**src/rtl/apb_gpio_slave.sv**
```systemverilog
// APB completer for a small GPIO register file: pin data/direction registers,
// synchronised pin inputs and a rising-edge level interrupt.
module apb_gpio_slave #(
    parameter int PADDR_SIZE  = 32,
    parameter int PDATA_SIZE  = 32,
    parameter int GPIO_WIDTH  = 32,
    parameter int WAIT_STATES = 0
) (
    input  logic                    clk,
    input  logic                    rst,
    input  logic                    PSEL,
    input  logic                    PENABLE,
    input  logic [PADDR_SIZE-1:0]   PADDR,
    input  logic                    PWRITE,
    input  logic [PDATA_SIZE/8-1:0] PSTRB,
    input  logic [PDATA_SIZE-1:0]   PWDATA,
    output logic [PDATA_SIZE-1:0]   PRDATA,
    output logic                    PREADY,
    output logic                    PSLVERR,
    input  logic [GPIO_WIDTH-1:0]   gpio_i,
    output logic [GPIO_WIDTH-1:0]   gpio_o,
    output logic [GPIO_WIDTH-1:0]   gpio_oe,
    output logic                    irq
);
    localparam int NB = PDATA_SIZE / 8;
    localparam logic [3:0] WS = 4'(WAIT_STATES);

    typedef enum logic {IDLE, ACCESS} state_t;

    state_t                  state, state_nxt;
    logic [3:0]              cnt, cnt_nxt;
    logic [GPIO_WIDTH-1:0]   data_out, dir, irq_en, irq_stat;
    logic [GPIO_WIDTH-1:0]   sync1, sync2, sync3;
    logic [GPIO_WIDTH-1:0]   wmask, wdata, rise, w1c;
    logic [PDATA_SIZE-1:0]   bmask, rdata;
    logic [5:0]              reg_idx;
    logic                    err, wr_en;
    logic                    unused_ok;

    for (genvar k = 0; k < NB; k++) begin : g_lane
        assign bmask[8*k +: 8] = {8{PSTRB[k]}};
    end

    assign unused_ok = ^{PADDR, PWDATA, bmask};
    assign reg_idx   = PADDR[7:2];
    assign wmask     = bmask[GPIO_WIDTH-1:0];
    assign wdata     = PWDATA[GPIO_WIDTH-1:0];

    assign PREADY  = PSEL & PENABLE & (state == ACCESS) & (cnt == WS);
    assign err     = (reg_idx > 6'd4) | (PWRITE & (reg_idx == 6'd2));
    assign PSLVERR = PREADY & err;
    assign wr_en   = PREADY & PWRITE & ~err;
    assign PRDATA  = (PREADY & ~PWRITE & ~err) ? rdata : '0;

    // Input edges on pins currently driven as outputs are ignored.
    assign rise = sync2 & ~sync3 & ~dir;
    assign w1c  = (wr_en && reg_idx == 6'd4) ? (wdata & wmask) : '0;

    always_comb begin
        rdata = '0;
        case (reg_idx)
            6'd0:    rdata[GPIO_WIDTH-1:0] = data_out;
            6'd1:    rdata[GPIO_WIDTH-1:0] = dir;
            6'd2:    rdata[GPIO_WIDTH-1:0] = sync2;
            6'd3:    rdata[GPIO_WIDTH-1:0] = irq_en;
            6'd4:    rdata[GPIO_WIDTH-1:0] = irq_stat;
            default: rdata = '0;
        endcase
    end

    always_comb begin
        state_nxt = state;
        cnt_nxt   = cnt;
        case (state)
            IDLE: begin
                if (PSEL && !PENABLE) begin
                    state_nxt = ACCESS;
                    cnt_nxt   = '0;
                end
            end
            ACCESS: begin
                // A dropped PSEL abandons the transfer without any update.
                if (!PSEL || PREADY) state_nxt = IDLE;
                else if (PENABLE)    cnt_nxt   = cnt + 4'd1;
            end
            default: state_nxt = IDLE;
        endcase
    end

    always_ff @(posedge clk) begin
        if (!rst) begin
            state    <= IDLE;
            cnt      <= '0;
            data_out <= '0;
            dir      <= '0;
            irq_en   <= '0;
            irq_stat <= '0;
            sync1    <= '0;
            sync2    <= '0;
            sync3    <= '0;
            irq      <= 1'b0;
        end else begin
            state    <= state_nxt;
            cnt      <= cnt_nxt;
            sync1    <= gpio_i;
            sync2    <= sync1;
            sync3    <= sync2;
            // A new edge beats a simultaneous clear of the same bit.
            irq_stat <= (irq_stat & ~w1c) | rise;
            irq      <= |(irq_stat & irq_en);
            if (wr_en) begin
                case (reg_idx)
                    6'd0:    data_out <= (data_out & ~wmask) | (wdata & wmask);
                    6'd1:    dir      <= (dir      & ~wmask) | (wdata & wmask);
                    6'd3:    irq_en   <= (irq_en   & ~wmask) | (wdata & wmask);
                    default: ;
                endcase
            end
        end
    end

    assign gpio_o  = data_out;
    assign gpio_oe = dir;
endmodule

```
**config.mk**
```make
export PLATFORM = sky130hd
export DESIGN_NAME = apb_gpio_slave
export DESIGN_NICKNAME = d
export VERILOG_FILES = /design/src/rtl/apb_gpio_slave.sv
export SDC_FILE = /design/constraint.sdc
export NUM_CORES = 1
export LEC_CHECK = 0
export BUFFER_PORTS_ARGS = -buffer_cell sky130_fd_sc_hd__buf_2
export CORE_MARGIN = 1.5
export CORE_UTILIZATION = 35
export CTS_CLUSTER_DIAMETER = 150
export DETAILED_ROUTE_END_ITERATION = 10
export SLEW_MARGIN = 20
export SYNTH_ARGS = -nofsm -noshare
export SYNTH_HDL_FRONTEND = slang
export SYNTH_SLANG_ARGS = --single-unit
export TNS_END_PERCENT = 5
```
**constraint.sdc**
```tcl
create_clock -name clk -period 2.9 [get_ports clk]
set_clock_uncertainty 0.15 [all_clocks]
set_input_delay 0.58 -clock clk [delete_from_list [all_inputs] [get_ports clk]]
set_output_delay 0.58 -clock clk [all_outputs]
set_load 0.02 [all_outputs]
```
-- Word-level counts from Yosys, hierarchy flattened
Index checks and enable logic that the tools add are counted.
- bits in registers: 230
- logic and storage cells: 70
- muxes and demuxes: 10
- $lt $le $gt $ge: 1
- add/subtract/negate cells: 1
- equal/unequal tests: 7
- reduce and logical (&&, ||, !) cells: 12
- bitwise logic cells: 29
- operators with widths (kind ; number):
    bitwise AND 32 bit ; 8
    case mux 32 bit (5 select lines) ; 1
    inverter 32 bit ; 4
    OR 32 bit ; 4
    two-way mux 32 bit ; 2
    OR reduction 32 bit ; 1
    equality test 6 x 2 -> 1 bit (second input constant) ; 2
    two-way mux 4 bit ; 3
    bitwise AND 1 bit ; 9
    case mux 4 bit (2 select lines) ; 1
    equality test 6 x 1 -> 1 bit (second input constant) ; 1
    equality test 6 x 3 -> 1 bit (second input constant) ; 1
    greater-than comparator 6 x 3 -> 1 bit (second input constant) ; 1
    logical NOT 6 bit ; 1
    inequality test 2 bit (second input constant) ; 3
    AND reduction 2 bit ; 3
    adder 4 x 1 -> 4 bit (second input constant) ; 1
    logical NOT 4 bit ; 1
    inverter 1 bit ; 3
    AND reduction 3 bit ; 1
    logical AND 1 bit ; 2
    logical NOT 1 bit ; 2
    two-way mux 1 bit ; 2
    case mux 1 bit (2 select lines) ; 1
    other kinds (2) ; 2

-- Depth between registers and ports, before layout
- depth after elaboration: 10
- mapped depth: 7

-- Worst setup path before layout
OpenSTA, ideal clock, no wires.
- path type: input port to output port
- from: input PADDR[3]
- to: output PRDATA[10]
- path buffers: 2
- setup slack: 0.160 ns
- data required time: 2.170 ns
- data arrival time: 2.010 ns
- cell stages on the path: 6
- path through: buf_2 -> or3b_4 -> nor2_2 -> buf_2 -> a222oi_1 -> a21oi_1
- word-level cells in the longest chain between the ends: 6
- elaborated cells between the ends (all ways): 12
- ends and longest elaborated chain (element ; line ; RTL):
    from (decl) ; 13 ; input logic [PADDR_SIZE-1:0] PADDR,
    branches (longest 5 deep; another with greater-than comparator 6 x 3 -> 1 bit) ; - ;
    two-way mux 32 bit * ; 53 ; assign PRDATA = (PREADY & ~PWRITE & ~err) ? rdata : '0;
    to (decl) ; 17 ; output logic [PDATA_SIZE-1:0] PRDATA,
Mark *: on every way between the ends.

-- Worst setup path after layout
- from: register cnt[2]
- to: output PRDATA[3]
- word-level cells in the longest chain between the ends: 5
- ends and longest elaborated chain (element ; line ; RTL):
    from (decl) ; 31 ; logic [3:0] cnt, cnt_nxt;
    from (signal assigned) ; 104 ; cnt <= cnt_nxt;
    logical NOT 4 bit ; 49 ; assign PREADY = PSEL & PENABLE & (state == ACCESS) & (cnt == WS);
    bitwise AND 1 bit ; 49 ;
    bitwise AND 1 bit (2 in series) ; 53 ;
    two-way mux 32 bit ; 53 ;
No other way between the ends.

==> impl_metrics.tcl <==
set metrics [dict create \
    status "finished clean" \
    cts_tree "built" \
    yosysWarnings 0 \
    synth_fa_ha_area_frac 0.00279 \
    placed_area_um2 10500 \
    synth.area.mux_share 0.0413 \
    synth_edf_count 0 \
    synth_cell_types 41 \
    endpoint "PRDATA[3]" \
    grt_start_max_net_pins 74 \
    power.density_nw_per_um2 598 \
    final_max_slew_viol_count 0 \
    dr.first_iter.drc_count 797 \
    hold_buffers 0 \
    pwr-share-seq 0.470 \
    areaGrowthSynthToFinish_pct 30.3 \
    viasPerCell 5.16 \
    critPathLaunchType "register" \
    tightest_slew_ns 0.571 \
    ys_seq_elements 230 \
    slew_headroom 0.619 \
    p_sw_uw 1530 \
    die_y_um 163 \
    synth-simple-area-share 0.230 \
    gp_congestion 0.805 \
    cts_root_buffer "clkbuf_16" \
    synth_ff_type "dfxtp_1" \
    worst_ep_required_time_ns 2.17 \
    ant_nets 0 \
    numCtsBuffers 26 \
    seq_area_frac_synth 0.513 \
    synth_top_family_by_area "simple AND/OR/NAND/NOR gates" \
    path_cells "and4bb_1 > and3_4 > nand4b_1 > buf_6 > buf_12 > a21oi_1 > buf_4" \
    drt-total-wl_mm 27.1 \
    cts.sinks 230 \
    max_cap_violations 0 \
    cp-end-kind "output pin" \
    clk_latency_ns 0.52 \
    setup_viol 0 \
    stdcell_count 1459 \
    slowest_stage "dfxtp_4" \
    period_share 0.999 \
    h-tree-depth 1 \
    drt_first_pass_iters 6 \
    regToRegStartpoint "cnt[1]" \
    worstSetupPathType "reg -> out" \
    rows 58 \
    pwr-share-clk 0.480 \
    synth_area_per_cell_um2 9.69 \
    p_int_uw 5460 \
    cp_max_fo 11 \
    final_nets 1217 \
    cp.depth 7 \
    numPortBuffers 177 \
    async_flop_share 0 \
    reg2reg_depth 6 \
    final_area_um2 11700 \
    max_freq_mhz 345 \
    drc 0 \
    initial_core_util 0.356 \
    place_hpwl_mm 18.8 \
    rsz0062_at_grt "true" \
    r2r_slack_ns 0.77 \
    synth_area_leaders "dfxtp_1 (51%), and2_1 (7.0%), nand3_1 (5.4%), o21ai_1 (5.4%), mux2_2 (4.0%)" \
    cp_num_buf_inv 3 \
    min_period_ns 2.90 \
    p_sw_frac 0.219 \
    clk_pin_slew_ns 0.05 \
    via_count 7532 \
    ir_worst_vdd_v 0.000446 \
    grt_pass1_wl_mm 41.1 \
    crit_start "cnt[2]" \
    postSynthCellCount 926 \
    clockBufferDepth 3 \
    io_pins 204 \
    synthXorXnorAreaFrac 0.00195 \
    antenna_found_initial 0 \
    netlist_area_um2 8970 \
    coreArea_um2 25200 \
    total_power_uw 6990 \
    p_leak_uw 0.00471 \
    drive_above_1_share 0.309 \
    antenna_cells 0 \
    worstPathArrival_ns 2.17 \
    grt_use_total 0.200 \
    p_comb_frac 0.051 \
    hold_ws_ns 0.112 \
    synth_top_area_frac 0.513 \
    syn_nets 1033 \
    worst_path_largest_cell_delay_ns 0.35 \
    hold_path.class "in -> reg" \
    fin_util 0.464 \
    wl_per_cell_um 18.6 \
    hold_viol_final 0 \
    die_x_um 163 \
    yosysMostFrequentCell "dfxtp_1" \
    ys_top_cells_by_count "dfxtp_1 (230), and2_1 (101), nand3_1 (96), o21ai_1 (96), nand2_1 (68)" \
    synth-compound-area-share 0.179 \
    die_area_um2 26600 \
    placed_cells 1409 \
    grt_pass1_vias 7183 \
    worst_path_dominant_cell_family "simple AND/OR/NAND/NOR gates" \
    yosys.area.top_type "dfxtp_1" \
    grt_overflow 0 \
]
==> per-layer routing <==
layer	share of wire	routed length (um)	GRT usage
met1	0.47	12800	0.281
met2	0.45	12300	0.319
met3	0.062	1670	0.0302
met4	0.015	415	0.0542
met5	0	0	0
==> placed cells by master (no fill, tap or decap), drive strengths merged, types with 2 or more instances in the layout <==
master / synthesis / routed
and2: 102 / 102
nor2: 6 / 6
a22oi: 16 / 16
o21ai: 99 / 99
bufinv: 0 / 2
nor4b: 4 / 4
buf: 27 / 222
or3b: 2 / 2
and4: 4 / 4
dfxtp: 230 / 230
mux2: 32 / 32
nand2: 68 / 68
a21oi: 36 / 36
nand3: 96 / 96
and3: 2 / 2
clkbuf: 39 / 37
ha: 2 / 2
nand4: 18 / 18
clkinv: 0 / 6
o21a: 32 / 32
a222oi: 32 / 32
nor3b: 32 / 32
or3: 2 / 2
inv: 3 / 4
a21boi: 32 / 32
==> power by group through the flow <==
stage	Clock [uW]	Sequential, uW	Combinational [uW]
global route	3550	3290	387
global placement	0	3350	344
floorplan	0	3330	201
detailed placement	0	3350	346
CTS	3410	3280	349
finish	3350	3280	353
==> worst min-delay path by stage <==
stage                from        end  cells past startpoint
2_1_floorplan    sync1[0]   sync2[0]                      1
3_3_place_gp    sync1[16]  sync2[16]                      1
3_5_place_dp    sync1[13]  sync2[13]                      1
4_1_cts        gpio_i[18]  sync1[18]                      2
5_1_grt        gpio_i[13]  sync1[13]                      2
6_report       gpio_i[18]  sync1[18]                      2
==> logic make-up after synthesis <==
kind of cell	after synthesis
and+or+nand+nor	342
adders and majority gates	2
AOI/OAI and AO/OA	248
buffers and inverters	69
xor gates and xnor gates	2
DFF	230
muxes	33
==> layout make-up <==
type	count	area (um^2)
Sequential cell	230	4610
Tap cell	330	413
Clock buffer	37	783
Multi-Input combinational cell	627	4240
Fill cell	2409	13500
Timing Repair Buffer	222	1530
Clock inverter	10	109
Inverter	3	11.3
==> per-stage QoR <==
| step | setup WS, ns | TNS (ns) |
|---|---|---|
| 2_1_floorplan | 0.160 | 0 |
| 3_3_place_gp | 0.0318 | 0 |
| 3_5_place_dp | 0.0170 | 0 |
| 4_1_cts | -0.0269 | -0.189 |
| 5_1_grt | -0.0847 | -0.654 |
| 6_report | 0.00369 | 0 |
==> what timing repair did <==
item / 4_1_cts / 5_1_grt
buffers inserted: 2 / 0
resized for setup: 26 / 62
endpoints found under the setup margin: 19 / 29
gates cloned: 1 / 0
pin swaps: 3 / 8
(Power assumes the default switching activity.)
